$ cat config.mk
export PLATFORM = sky130hd
export DESIGN_NAME = alu_top
export DESIGN_NICKNAME = d
export VERILOG_FILES = /design/src/rtl/alu_top_pkg.sv /design/src/rtl/seven_seg_decoder.sv /design/src/rtl/alu_top.sv
export SDC_FILE = /design/constraint.sdc
export NUM_CORES = 1
export LEC_CHECK = 0
export CAP_MARGIN = 20
export CORE_MARGIN = 1
export CORE_UTILIZATION = 55
export CTS_BUF_LIST = sky130_fd_sc_hd__clkbuf_8
export CTS_CLUSTER_SIZE = 10
export DETAILED_ROUTE_END_ITERATION = 10
export GPL_ROUTABILITY_DRIVEN = 0
export PLACE_DENSITY = 0.75
export SYNTH_ARGS = -nofsm -noshare
export SYNTH_HDL_FRONTEND = slang
export SYNTH_SLANG_ARGS = --single-unit
$ cat constraint.sdc
create_clock -name Clk -period 4.1 [get_ports Clk]
set_input_delay 0.615 -clock Clk [delete_from_list [all_inputs] [get_ports Clk]]
set_output_delay 0.615 -clock Clk [all_outputs]
set_load 0.01 [all_outputs]
$ cat src/rtl/alu_top_pkg.sv
// Shared constants for the 8-bit demo ALU: opcodes, widths, 7-segment and anode patterns.
package alu_top_pkg;

    localparam int unsigned DATA_W = 8;
    localparam int unsigned OP_W   = 3;
    localparam int unsigned SEG_W  = 7;
    localparam int unsigned AN_W   = 4;

    localparam logic [OP_W-1:0] OP_ADD = 3'd0;
    localparam logic [OP_W-1:0] OP_SUB = 3'd1;
    localparam logic [OP_W-1:0] OP_AND = 3'd2;
    localparam logic [OP_W-1:0] OP_OR  = 3'd3;
    localparam logic [OP_W-1:0] OP_XOR = 3'd4;
    localparam logic [OP_W-1:0] OP_NOT = 3'd5;
    localparam logic [OP_W-1:0] OP_SHL = 3'd6;
    localparam logic [OP_W-1:0] OP_SHR = 3'd7;

    // Active-low {g,f,e,d,c,b,a}; element 0 is the glyph for hex 0.
    localparam logic [15:0][SEG_W-1:0] SEG_HEX = {
        7'b0001110, 7'b0000110, 7'b0100001, 7'b1000110,
        7'b0000011, 7'b0001000, 7'b0010000, 7'b0000000,
        7'b1111000, 7'b0000010, 7'b0010010, 7'b0011001,
        7'b0110000, 7'b0100100, 7'b1111001, 7'b1000000
    };

    // Active-low anode for each digit select; element 0 is digit0.
    localparam logic [3:0][AN_W-1:0] AN_PAT = {
        4'b0111, 4'b1011, 4'b1101, 4'b1110
    };

endpackage

$ cat src/rtl/seven_seg_decoder.sv
// Combinational hex digit to active-low 7-segment pattern.
module seven_seg_decoder
    import alu_top_pkg::*;
(
    input  logic [3:0]       hex_i,
    output logic [SEG_W-1:0] seg_o
);

    always_comb begin
        seg_o = SEG_HEX[hex_i];
    end

endmodule

$ cat src/rtl/alu_top.sv
// Board-level 8-bit ALU: button-loaded operands/opcode, registered result on LEDs, 4-digit display.
// Optional ALU_DEBOUNCE_EN adds a per-button stable-level debounce ahead of edge detection.
module alu_top
    import alu_top_pkg::*;
#(
    parameter int unsigned REFRESH_BITS    = 18
`ifdef ALU_DEBOUNCE_EN
    ,
    parameter int unsigned DEBOUNCE_CYCLES = 500_000
`endif
) (
    input  logic              Clk,
    input  logic              reset,
    input  logic              pb_a,
    input  logic              pb_b,
    input  logic              pb_op,
    input  logic [DATA_W-1:0] sw,
    output logic [DATA_W-1:0] LED,
    output logic [AN_W-1:0]   AN_SEL,
    output logic [SEG_W-1:0]  seven_seg_out
);

    localparam int unsigned NBTN   = 3;
    localparam int unsigned BTN_A  = 0;
    localparam int unsigned BTN_B  = 1;
    localparam int unsigned BTN_OP = 2;

    logic [NBTN-1:0]         sync1_q, sync2_q, lvl_prev_q;
    logic [NBTN-1:0]         btn_lvl, btn_rise;
    logic [DATA_W-1:0]       a_q, a_d, b_q, b_d, result_q, result_d;
    logic [OP_W-1:0]         op_q, op_d;
    logic                    carry_q, carry_d;
    logic [DATA_W:0]         alu_wide;
    logic [REFRESH_BITS-1:0] refresh_q, refresh_d;
    logic [1:0]              digit_sel;
    logic [3:0]              digit_c;
    logic [AN_W-1:0]         an_q, an_d;
    logic [SEG_W-1:0]        seg_q, seg_d;

`ifdef ALU_DEBOUNCE_EN
    localparam int unsigned DB_W = $clog2(DEBOUNCE_CYCLES + 1);

    logic [NBTN-1:0]           db_q, db_d;
    logic [NBTN-1:0][DB_W-1:0] db_cnt_q, db_cnt_d;

    // A new synchronized level must persist DEBOUNCE_CYCLES cycles before it is accepted.
    always_comb begin
        db_d     = db_q;
        db_cnt_d = db_cnt_q;
        for (int i = 0; i < int'(NBTN); i++) begin
            if (sync2_q[i] == db_q[i]) begin
                db_cnt_d[i] = '0;
            end else if (db_cnt_q[i] == DB_W'(DEBOUNCE_CYCLES - 1)) begin
                db_d[i]     = sync2_q[i];
                db_cnt_d[i] = '0;
            end else begin
                db_cnt_d[i] = db_cnt_q[i] + DB_W'(1);
            end
        end
    end

    always_ff @(posedge Clk or negedge reset) begin
        if (!reset) begin
            db_q     <= '0;
            db_cnt_q <= '0;
        end else begin
            db_q     <= db_d;
            db_cnt_q <= db_cnt_d;
        end
    end

    assign btn_lvl = db_q;
`else
    assign btn_lvl = sync2_q;
`endif

    // Register loads and the ALU; result always follows the current A, B and opcode.
    always_comb begin
        btn_rise = btn_lvl & ~lvl_prev_q;
        a_d      = btn_rise[BTN_A]  ? sw             : a_q;
        b_d      = btn_rise[BTN_B]  ? sw             : b_q;
        op_d     = btn_rise[BTN_OP] ? sw[OP_W-1:0]   : op_q;

        alu_wide = '0;
        case (op_q)
            OP_ADD: alu_wide = {1'b0, a_q} + {1'b0, b_q};
            OP_SUB: alu_wide = {1'b0, a_q} - {1'b0, b_q};
            OP_AND: alu_wide = {1'b0, a_q & b_q};
            OP_OR:  alu_wide = {1'b0, a_q | b_q};
            OP_XOR: alu_wide = {1'b0, a_q ^ b_q};
            OP_NOT: alu_wide = {1'b0, ~a_q};
            OP_SHL: alu_wide = {a_q, 1'b0};
            OP_SHR: alu_wide = {a_q[0], 1'b0, a_q[DATA_W-1:1]};
        endcase
        result_d = alu_wide[DATA_W-1:0];
        carry_d  = alu_wide[DATA_W];
    end

    // Display is built from next-state values so anode and segments stay aligned with the counter.
    always_comb begin
        refresh_d = refresh_q + REFRESH_BITS'(1);
        digit_sel = refresh_d[REFRESH_BITS-1 -: 2];
        digit_c   = '0;
        case (digit_sel)
            2'd0: digit_c = result_d[3:0];
            2'd1: digit_c = result_d[7:4];
            2'd2: digit_c = {3'b000, carry_d};
            2'd3: digit_c = {1'b0, op_d};
        endcase
        an_d = AN_PAT[digit_sel];
    end

    seven_seg_decoder u_seg_dec (
        .hex_i (digit_c),
        .seg_o (seg_d)
    );

    always_ff @(posedge Clk or negedge reset) begin
        if (!reset) begin
            sync1_q    <= '0;
            sync2_q    <= '0;
            lvl_prev_q <= '0;
            a_q        <= '0;
            b_q        <= '0;
            op_q       <= '0;
            result_q   <= '0;
            carry_q    <= 1'b0;
            refresh_q  <= '0;
            an_q       <= AN_PAT[0];
            seg_q      <= SEG_HEX[0];
        end else begin
            sync1_q    <= {pb_op, pb_b, pb_a};
            sync2_q    <= sync1_q;
            lvl_prev_q <= btn_lvl;
            a_q        <= a_d;
            b_q        <= b_d;
            op_q       <= op_d;
            result_q   <= result_d;
            carry_q    <= carry_d;
            refresh_q  <= refresh_d;
            an_q       <= an_d;
            seg_q      <= seg_d;
        end
    end

    assign LED           = result_q;
    assign AN_SEL        = an_q;
    assign seven_seg_out = seg_q;

endmodule

==> Flow_metrics.wiki, run 1 <==
{| class="wikitable"
! Metric !! Value
|-
| Filler cells || 493
|-
| Worst skew pair latency || 0.34 ns
|-
| Number of enable flip-flop cells after synthesis || 0
|-
| Initial standard-cell utilization of the core || 58.4%
|-
| Worst ir drop on vdd || 325 µV
|-
| Most common cell after layout, fill and taps aside || dfrtp_1
|-
| Initial antenna violation count || 0
|-
| Avg Inst Size Synth || 10.0 µm²
|-
| TritonCTS clock tree || done
|-
| Worst Setup End Kind || register
|-
| Flop and latch count out of synthesis || 65
|-
| Kind of start point of the critical path || register
|-
| Number of search-and-repair iterations in the first detailed-routing pass || 5
|-
| Detailed Route WL || 7920 µm
|-
| Yosys Warn Count || 0
|-
| Aggregate global-route resource usage || 24.5%
|-
| Maximum single-stage delay on the critical path || 0.40 ns
|-
| RSZ-0062 raised after global routing || no
|-
| WS Path Type || reg -> reg
|-
| Sink count of the clock tree || 65
|-
| Detail Placement HPWL || 5670 µm
|-
| Clock share of power || 26.5%
|-
| Worst setup slack after layout || 0.433 ns
|-
| Post-Syn Area || 3810 µm²
|-
| Most used cells in the layout excluding fill and tap cells || dfrtp_1, nand2_1, inv_1, ha_1, clkdlybuf4s50_1
|-
| Post-route insts no fill || 496
|-
| Total number of placement rows || 29
|-
| Power density of the placed cells || 526 nW/µm²
|-
| Number of max-cap violations || 0
|-
| Sum of overflow across all layers after global routing || 0
|-
| Combined buffer and inverter count along the critical path || 1
|-
| Post-route fraction of the period consumed by the critical path || 89.4%
|-
| Number of instances resized during post-cts repair || 0
|-
| Max Fanout on Critical Path || 5
|-
| Total design power || 2.30 mW
|-
| Pleak || 2.01 nW
|-
| Total met3 wirelength after detailed routing || 506 µm
|-
| Worst min-delay path class || reg -> reg
|-
| Post-Place Cells || 481
|-
| I/O pin count || 32
|-
| Via count of the first global-routing pass || 2831
|-
| Die Height || 85.3 µm
|-
| Core Area || 6530 µm²
|-
| Critical path's slowest cell || or3_1
|-
| Drt wl/cell || 16.0 µm
|-
| Slew at the pin with the worst max-slew slack || 0.972 ns
|-
| CTS clk-pin slew, worst paths || 0.07 ns
|-
| Number of buffers added on ports || 31
|-
| CTS buffer count || 9
|-
| Synth-to-layout area growth || 14.8%
|-
| Setup TNS || 0 ns
|-
| Fin. Hold Viols || 0
|-
| Minimum setup slack after placement || 0.507 ns
|-
| Gate count of the mapped netlist || 381
|-
| DR WL met2 || 3530 µm
|-
| Cell family contributing the most delay on the critical path || simple AND/OR/NAND/NOR gates
|-
| Avg Vias per Cell || 5.79
|-
| Final worst clock skew || 0.00962 ns
|-
| Switching share of power || 34.0%
|-
| Highest signal layer in the routed design || met4
|-
| Fraction of registers with async set/reset || 100%
|-
| Fmax achieved || 0.273 GHz
|-
| Sequential share of the synthesized area || 42.8%
|-
| Min Clock Period, post-route || 3.67 ns
|-
| First-iteration detailed-routing DRC count || 184
|-
| R2R Path End || seven_seg_out[0]
|-
| Library cell used as clock root buffer || clkbuf_8
|-
| Routed length on met1 || 3690 µm
|-
| Antenna-violating nets left || 0
|-
| Sequential cell area in the final layout || 1630 µm²
|-
| Destination of the worst hold path || btn_lvl[2]
|-
| Die area || 7270 µm²
|-
| Count of vias placed by the detailed router || 2871
|-
| Fraction of final layout cells with drive strength greater than 1 || 10.5%
|-
| Final setup viols || 0
|-
| Startpoint of the most critical register-to-register path || op_q[1]
|-
| Cell breakdown of the critical path || nor2_1 -> and2_1 -> mux2i_1 -> ha_1 -> nor2b_1 -> o31a_1 -> o21ai_0 -> a211oi_1 -> or3_1 -> o211ai_2 -> inv_1 -> ha_1 -> nor3b_1 -> a211oi_2
|-
| Path depth of the worst reg2reg path || 14
|-
| Pin count of the biggest net entering global routing || 44
|-
| Post-layout nets || 461
|-
| Sw Pwr || 0.784 mW
|-
| Net count of the mapped netlist || 427
|-
| Combinational share of power || 39.2%
|-
| Worst Min Path Start || sync1_q[2]
|-
| Ant. Diodes || 0
|-
| WP data arrival || 3.89 ns
|-
| Worst max-slew margin expressed relative to the limit || 35.1%
|-
| Crit path top cell by count || ha_1
|-
| Wire length of the first global-routing pass || 13600 µm
|-
| Result of the run || complete, no violations
|-
| Required time worst endpoint || 4.32 ns
|-
| Number of H-tree branching levels || 3
|-
| Area occupied by multi-input gates || 1960 µm²
|-
| Number of design rule violations left after detail routing || 0
|-
| Flop-to-flop setup slack || 0.43 ns
|-
| Part of the total power dissipated in sequential elements || 34.3%
|-
| Leading register cell type out of synthesis || dfrtp_1
|-
| Buffers inserted during post-CTS setup optimization || 0
|-
| Hold Path Stages || 0
|-
| Post-synthesis cell type count || 65
|-
| Slew Limit Fails || 0
|-
| Largest buffer count on any clock path || 2
|-
| Number of buffers inserted by hold repair at cts || 0
|-
| Die Wd || 85.3 µm
|-
| P_int || 1.52 mW
|}
-- flip-flops by register name, summed over array words and instances, names as in the netlist --
register	flops
AN_SEL	4
LED	8
a_q	8
b_q	8
btn_lvl	3
lvl_prev_q	3
op_q	3
refresh_q	18
seven_seg_out	7
sync1_q	3
-- synthesized netlist by cell type (3+ instances only) --
cell type / instances / area share (%)
inv_1: 32 / 3.2
or3_1: 6 / 0.98
o21ai_0: 28 / 3.7
nor3_1: 4 / 0.53
a211oi_1: 4 / 0.79
o21a_1: 3 / 0.59
nand2_1: 36 / 3.5
o22ai_1: 5 / 0.82
xor2_1: 7 / 1.6
o211ai_1: 3 / 0.59
xnor2_1: 18 / 4.1
mux2i_1: 17 / 4.5
ha_1: 32 / 11
dfstp_2: 4 / 2.8
mux2_2: 3 / 0.89
nor2_1: 19 / 1.9
nand2b_1: 6 / 0.98
nand3_1: 16 / 2.1
a21oi_1: 10 / 1.3
nand4_1: 3 / 0.49
clkbuf_1: 4 / 0.39
nor2b_1: 6 / 0.98
nor3b_1: 3 / 0.59
dfrtp_1: 61 / 40
buf_1: 4 / 0.39
-- how the worst max path moves through the flow --
stage,start,endpoint,slack [ns],cells after the start
after floorplan,op_q[2],seven_seg_out[0],0.47,15
after global placement,op_q[1],seven_seg_out[0],0.62,14
after detailed placement,op_q[1],seven_seg_out[0],0.51,14
after CTS,op_q[1],seven_seg_out[0],0.47,14
after global routing,b_q[0],seven_seg_out[0],0.28,14
final,op_q[1],seven_seg_out[0],0.43,14
-- routing by layer --
layer / GRT usage [%] / vias to the layer above
li1: - / 1388
met1: 33.2 / 1343
met2: 37.1 / 115
met3: 7.00 / 25
met4: 10.2 / 0
met5: 0 / -
-- per-stage QoR --
| step | utilization (%) | instance area, µm² | hold slack (ns) |
|---|---|---|---|
| after global placement | 63.7 | 4160 | 0.337 |
| after global routing | 67.0 | 4380 | 0.358 |
| after detailed placement | 63.7 | 4160 | 0.336 |
| after floorplan | - | 3810 | 0.319 |
| after CTS | 67.0 | 4380 | 0.353 |
| final | 67.0 | 4380 | 0.353 |
-- power by group through the flow --
stage / clock network, mW / logic [mW] / registers, mW
after floorplan: 0 / 0.584 / 0.826
after global placement: 0 / 0.868 / 0.799
after detailed placement: 0 / 0.882 / 0.802
after CTS: 0.616 / 0.895 / 0.790
after global routing: 0.648 / 0.994 / 0.800
final: 0.611 / 0.903 / 0.789
-- layout make-up --
| class | instances | share of cell area (%) |
|---|---|---|
| inverters | 34 | 3.03 |
| flip-flops and latches | 65 | 37.3 |
| well taps | 77 | 2.20 |
| clock buffers | 10 | 3.14 |
| clock inverters | 5 | 1.83 |
| repair buffers | 36 | 7.83 |
| multi-input cells | 269 | 44.7 |
-- cells by family after synthesis --
logic type	share of synthesized area, %
xor gates and xnor gates	6.17
DFF	42.8
and+or+nand+nor	14.8
muxes	5.35
AOI/OAI and AO/OA	14.0
adders and majority gates	11.0
buffers and inverters	5.87
(Power assumes the default switching activity.)
==> run 2, diff against run 1 <==
Settings changed: CTS_BUF_LIST sky130_fd_sc_hd__clkbuf_8 to not set.
==> run 2 against run 1 <==
Net effect:
- flip-flop and latch count unchanged
- clock power barely moved
- clock skew about the same
- final cell count stayed put
- via count hardly changed
- wire length rose by 0.14%
- count of clock-buffer cells in the layout is 1 higher
- sequential share of layout area unchanged
- sequential power barely moved
- first-iteration DRC count decreased by 0.54%
- combinational power about the same
- critical path depth stayed put
- highest routed layer unchanged
==> Flow_metrics.wiki, run 2 (synthesis results as in run 1) <==
{| class="wikitable"
! Metric !! Value
|-
| Post-place instance area || 4160 µm²
|-
| Flip-flop count of the largest register after layout || 18
|-
| CTS clk-pin slew, worst paths || 0.07 ns
|-
| Maximum single-stage delay on the critical path || 0.40 ns
|-
| Number of design rule violations left after detail routing || 0
|-
| Sum of overflow across all layers after global routing || 0
|-
| Total design power || 2.31 mW
|-
| Cell breakdown of the critical path || nor2_1 -> and2_1 -> mux2i_1 -> ha_1 -> nor2b_1 -> o31a_1 -> o21ai_0 -> a211oi_1 -> or3_1 -> o211ai_2 -> inv_1 -> ha_1 -> nor3b_1 -> a211oi_2
|-
| Setup TNS || 0 ns
|-
| Wire length of the first global-routing pass || 13600 µm
|-
| Die Wd || 85.3 µm
|-
| Kind of start point of the critical path || register
|-
| Buffers inserted during post-CTS setup optimization || 0
|-
| Sequential cell area in the final layout || 1630 µm²
|-
| Number of buffers added on ports || 31
|-
| Antenna-violating nets left || 0
|-
| Core Area || 6530 µm²
|-
| Fmax achieved || 0.275 GHz
|-
| Sw Pwr || 0.784 mW
|-
| TritonCTS clock tree || done
|-
| Combinational share of power || 39.2%
|-
| Result of the run || complete, no violations
|-
| Reg with most FFs || refresh_q
|-
| Total number of placement rows || 29
|-
| Fraction of final layout cells with drive strength greater than 1 || 10.5%
|-
| Area occupied by multi-input gates || 1960 µm²
|-
| Pleak || 2.01 nW
|-
| Library cell used as clock root buffer || clkbuf_8
|-
| Synth-to-layout area growth || 14.8%
|-
| Crit path top cell by count || ha_1
|-
| Critical path's slowest cell || or3_1
|-
| Part of the total power dissipated in sequential elements || 34.2%
|-
| P_int || 1.52 mW
|-
| Largest buffer count on any clock path || 2
|-
| I/O pin count || 32
|-
| Pin count of the biggest net entering global routing || 44
|-
| Cell area after layout || 4380 µm²
|-
| Final Util || 67.0%
|-
| Worst max-slew margin expressed relative to the limit || 35.7%
|-
| Die area || 7270 µm²
|-
| Aggregate global-route resource usage || 24.5%
|-
| Final worst clock skew || 0.00944 ns
|-
| Number of instances resized during post-cts repair || 0
|-
| Worst Setup End Kind || register
|-
| Ant. Diodes || 0
|-
| Initial antenna violation count || 0
|-
| Max Fanout on Critical Path || 5
|-
| Number of max-cap violations || 0
|-
| Number of buffers inserted by hold repair at cts || 0
|-
| Sink count of the clock tree || 65
|-
| Number of search-and-repair iterations in the first detailed-routing pass || 5
|-
| Worst ir drop on vdd || 325 µV
|-
| Fin. Hold Viols || 0
|-
| Post-layout nets || 461
|-
| Detail Placement HPWL || 5670 µm
|-
| Detailed Route WL || 7930 µm
|-
| RSZ-0062 raised after global routing || no
|-
| Most used cells in the layout excluding fill and tap cells || dfrtp_1, nand2_1, inv_1, ha_1, clkdlybuf4s50_1
|-
| Final setup viols || 0
|-
| Drt wl/cell || 16.0 µm
|-
| Clock share of power || 26.6%
|-
| Filler cells || 493
|-
| Required time worst endpoint || 4.32 ns
|-
| Worst min-delay path class || reg -> reg
|-
| Post-route fraction of the period consumed by the critical path || 88.8%
|-
| Power density of the placed cells || 527 nW/µm²
|-
| Worst skew pair latency || 0.34 ns
|-
| First-iteration detailed-routing DRC count || 183
|-
| Initial standard-cell utilization of the core || 58.4%
|-
| Count of vias placed by the detailed router || 2872
|-
| Switching share of power || 34.0%
|-
| Most common cell after layout, fill and taps aside || dfrtp_1
|-
| WP data arrival || 3.87 ns
|-
| Slew Limit Fails || 0
|-
| Die Height || 85.3 µm
|-
| Combined buffer and inverter count along the critical path || 1
|-
| CTS buffer count || 9
|-
| WS Path Type || reg -> reg
|-
| Slew at the pin with the worst max-slew slack || 0.963 ns
|-
| Hold Slack || 0.353 ns
|-
| Min Clock Period, post-route || 3.64 ns
|-
| Via count of the first global-routing pass || 2831
|-
| Number of H-tree branching levels || 3
|-
| Cell family contributing the most delay on the critical path || simple AND/OR/NAND/NOR gates
|-
| Avg Vias per Cell || 5.79
|}
[run 2: changes by cell type in the layout (fill, tap and decap cells not counted), sizes merged]
cell | previous run | this run
clkbuf | 10 | 11
inv | 34 | 33
[run 2: stage by stage]
stage	std cells	setup WS [ns]
after floorplan	381	0.472
after global placement	481	0.622
after detailed placement	481	0.507
after CTS	496	0.468
after global routing	496	0.278
final	496	0.457
[run 2: power by group through the flow]
stage          Sequential, mW  Combinational, mW  Clock (mW)
2_1_floorplan           0.826              0.584           0
3_3_place_gp            0.799              0.868           0
3_5_place_dp            0.802              0.882           0
4_1_cts                 0.790              0.895       0.618
5_1_grt                 0.800              0.994       0.650
6_report                0.789              0.903       0.613
[run 2: final timing paths]
kind | slack [ns] | startpoint | cells past startpoint | endpoint
setup / recovery | 0.46 | op_q[1] | 14 | seven_seg_out[0]
hold / removal | 0.35 | sync1_q[2] | 0 | btn_lvl[2]
setup reg to reg | 0.46 | op_q[1] | 14 | seven_seg_out[0]
hold reg to reg | 0.35 | sync1_q[2] | 0 | btn_lvl[2]
max in group asynchronous | 2.83 | reset | 2 | b_q[1]
min in group asynchronous | 0.39 | reset | 1 | LED[2]
[run 2: layout make-up]
| type | instances | share of cell area, % |
|---|---|---|
| multi-input cells | 269 | 44.7 |
| flip-flops and latches | 65 | 37.3 |
| repair buffers | 36 | 7.83 |
| clock buffers | 11 | 3.23 |
| inverters | 34 | 3.03 |
| well taps | 77 | 2.20 |
| clock inverters | 4 | 1.74 |
[run 2: routing by layer]
layer / global-route usage (%) / share of wire, % / vias to the layer above
li1: - / - / 1386
met1: 33.2 / 47 / 1358
met2: 37.1 / 45 / 111
met3: 7.00 / 6.2 / 17
met4: 10.2 / 2.3 / 0
met5: 0 / 0 / -
==> run 3, diff against run 2 <==
Settings changed: CORE_UTILIZATION 55 to 39, CTS_CLUSTER_SIZE 10 to 24, PLACE_DENSITY 0.75 to 0.56.
==> run 3 against run 2 <==
Net effect:
- register-to-register slack gained 0.07 ns
- fmax rose by 1.9%
- utilization shrank 19 points
==> Flow_metrics.wiki, run 3 (synthesis results as in run 1) <==
{| class="wikitable"
! Metric !! Value
|-
| Number of design rule violations left after detail routing || 0
|-
| Sink count of the clock tree || 65
|-
| Drt wl/cell || 14.8 µm
|-
| Aggregate global-route resource usage || 18.0%
|-
| Number of H-tree branching levels || 3
|-
| RSZ-0062 raised after global routing || no
|-
| CTS buffer count || 9
|-
| Number of search-and-repair iterations in the first detailed-routing pass || 4
|-
| Initial standard-cell utilization of the core || 40.7%
|-
| Cell breakdown of the critical path || nor2_1 -> nand4_1 -> o31ai_1 -> xnor2_1 -> ha_1 -> or3_1 -> o211ai_1 -> xor2_1 -> a2111oi_1 -> a211o_4 -> inv_1 -> ha_1 -> nor3b_1 -> a211oi_2
|-
| Final setup viols || 0
|-
| Max Fanout on Critical Path || 7
|-
| CTS clk-pin slew, worst paths || 0.08 ns
|-
| Pin count of the biggest net entering global routing || 44
|-
| Library cell used as clock root buffer || clkbuf_8
|-
| Number of buffers added on ports || 31
|-
| TritonCTS clock tree || done
|-
| First-iteration detailed-routing DRC count || 101
|-
| Slew at the pin with the worst max-slew slack || 0.968 ns
|-
| Count of vias placed by the detailed router || 2772
|-
| Worst setup slack after layout || 0.525 ns
|-
| Fmax achieved || 0.280 GHz
|-
| Worst min-delay path class || in -> async
|-
| Total number of placement rows || 35
|-
| Via count of the first global-routing pass || 2759
|-
| Post-route fraction of the period consumed by the critical path || 87.2%
|-
| Ant. Diodes || 0
|-
| Filler cells || 942
|-
| Reg with most FFs || refresh_q
|-
| Antenna-violating nets left || 0
|-
| Sum of overflow across all layers after global routing || 0
|-
| Avg Vias per Cell || 5.03
|-
| Largest buffer count on any clock path || 2
|-
| Power density of the placed cells || 516 nW/µm²
|-
| Maximum single-stage delay on the critical path || 0.50 ns
|-
| Fin. Hold Viols || 0
|-
| Worst ir drop on vdd || 206 µV
|-
| Worst max-slew margin expressed relative to the limit || 35.4%
|-
| Pleak || 2.03 nW
|-
| Final worst clock skew || 0.0107 ns
|-
| Wire length of the first global-routing pass || 13900 µm
|-
| Result of the run || complete, no violations
|-
| Die area || 10200 µm²
|-
| Most used cells in the layout excluding fill and tap cells || dfrtp_1, nand2_1, inv_1, ha_1, clkdlybuf4s50_1
|-
| Kind of start point of the critical path || register
|-
| WP data arrival || 3.80 ns
|-
| Detailed Route WL || 8160 µm
|-
| Crit path top cell by count || ha_1
|-
| Worst Setup End Kind || register
|-
| Slew Limit Fails || 0
|-
| Most common cell after layout, fill and taps aside || dfrtp_1
|-
| Min Clock Period, post-route || 3.58 ns
|-
| Number of buffers inserted by hold repair at cts || 0
|-
| Synth-to-layout area growth || 17.8%
|-
| Die Height || 101 µm
|-
| Post-layout nets || 463
|-
| Fraction of final layout cells with drive strength greater than 1 || 11.1%
|-
| Required time worst endpoint || 4.32 ns
|-
| Setup TNS || 0 ns
|-
| Die Wd || 101 µm
|-
| Initial antenna violation count || 0
|-
| Detail Placement HPWL || 5980 µm
|-
| Flip-flop count of the largest register after layout || 18
|-
| Worst skew pair latency || 0.35 ns
|-
| Number of max-cap violations || 0
|-
| Minimum setup slack after placement || 0.515 ns
|-
| I/O pin count || 32
|-
| Core Area || 9370 µm²
|-
| WS Path Type || reg -> reg
|-
| Critical path's slowest cell || a2111oi_1
|}
==> run 3: cell type report <==
type	count	area [µm²]	area share, %
clock buffers	11	141	3.15
repair buffers	38	378	8.42
clock inverters	5	86.3	1.92
well taps	129	161	3.60
flip-flops and latches	65	1630	36.3
multi-input cells	269	1960	43.6
inverters	34	133	2.95
==> run 3: routing by layer <==
| metal | vias up | GRT usage, % | part of all wire, % |
|---|---|---|---|
| li1 | 1393 | - | - |
| met2 | 47 | 27.8 | 44 |
| met3 | 13 | 2.91 | 2.9 |
| met4 | 0 | 8.03 | 2.2 |
| met1 | 1319 | 25.0 | 51 |
| met5 | - | 0 | 0 |
==> run 3: final timing paths <==
| kind | cells past startpoint | to | slack [ns] | from |
|---|---|---|---|---|
| max reg2reg | 14 | seven_seg_out[0] | 0.52 | b_q[2] |
| max | 14 | seven_seg_out[0] | 0.52 | b_q[2] |
| min reg2reg | 0 | btn_lvl[2] | 0.35 | sync1_q[2] |
| min | 1 | seven_seg_out[2] | 0.23 | reset |
| max in group asynchronous | 2 | refresh_q[5] | 3.18 | reset |
| min in group Clk | 0 | btn_lvl[2] | 0.35 | sync1_q[2] |
==> run 3: where the power goes <==
group,leakage (nW),switching [mW],total [mW],internal (mW)
Combinational,1.12,0.468,0.897,0.429
Sequential,0.798,0.0507,0.789,0.738
Clock,0.115,0.268,0.633,0.365
==> run 3: critical path, delay by kind of cell (launching register included) <==
family	cells	cell delay, ns
xor+xnor	2	0.23
fa+ha+maj	2	0.45
flops	1	0.44
simple gates	4	1.11
buf+inv	1	0.06
compound gates	5	1.15
==> run 3: what timing repair did <==
action,CTS,global route
setup buffers,0,0
setup endpoints to repair,0,1
gates resized for setup,0,1
==> run 3: metrics by stage <==
stage / utilization [%] / total power, mW / hold WS (ns) / cells / cell area (µm²)
detailed placement: 45.2 / 1.69 / 0.336 / 534 / 4230
floorplan: - / 1.41 / 0.319 / 381 / 3810
finish: 47.9 / 2.32 / 0.233 / 551 / 4490
global placement: 45.2 / 1.68 / 0.334 / 534 / 4230
CTS: 47.6 / 2.34 / 0.352 / 550 / 4460
global route: 47.9 / 2.48 / 0.277 / 551 / 4490
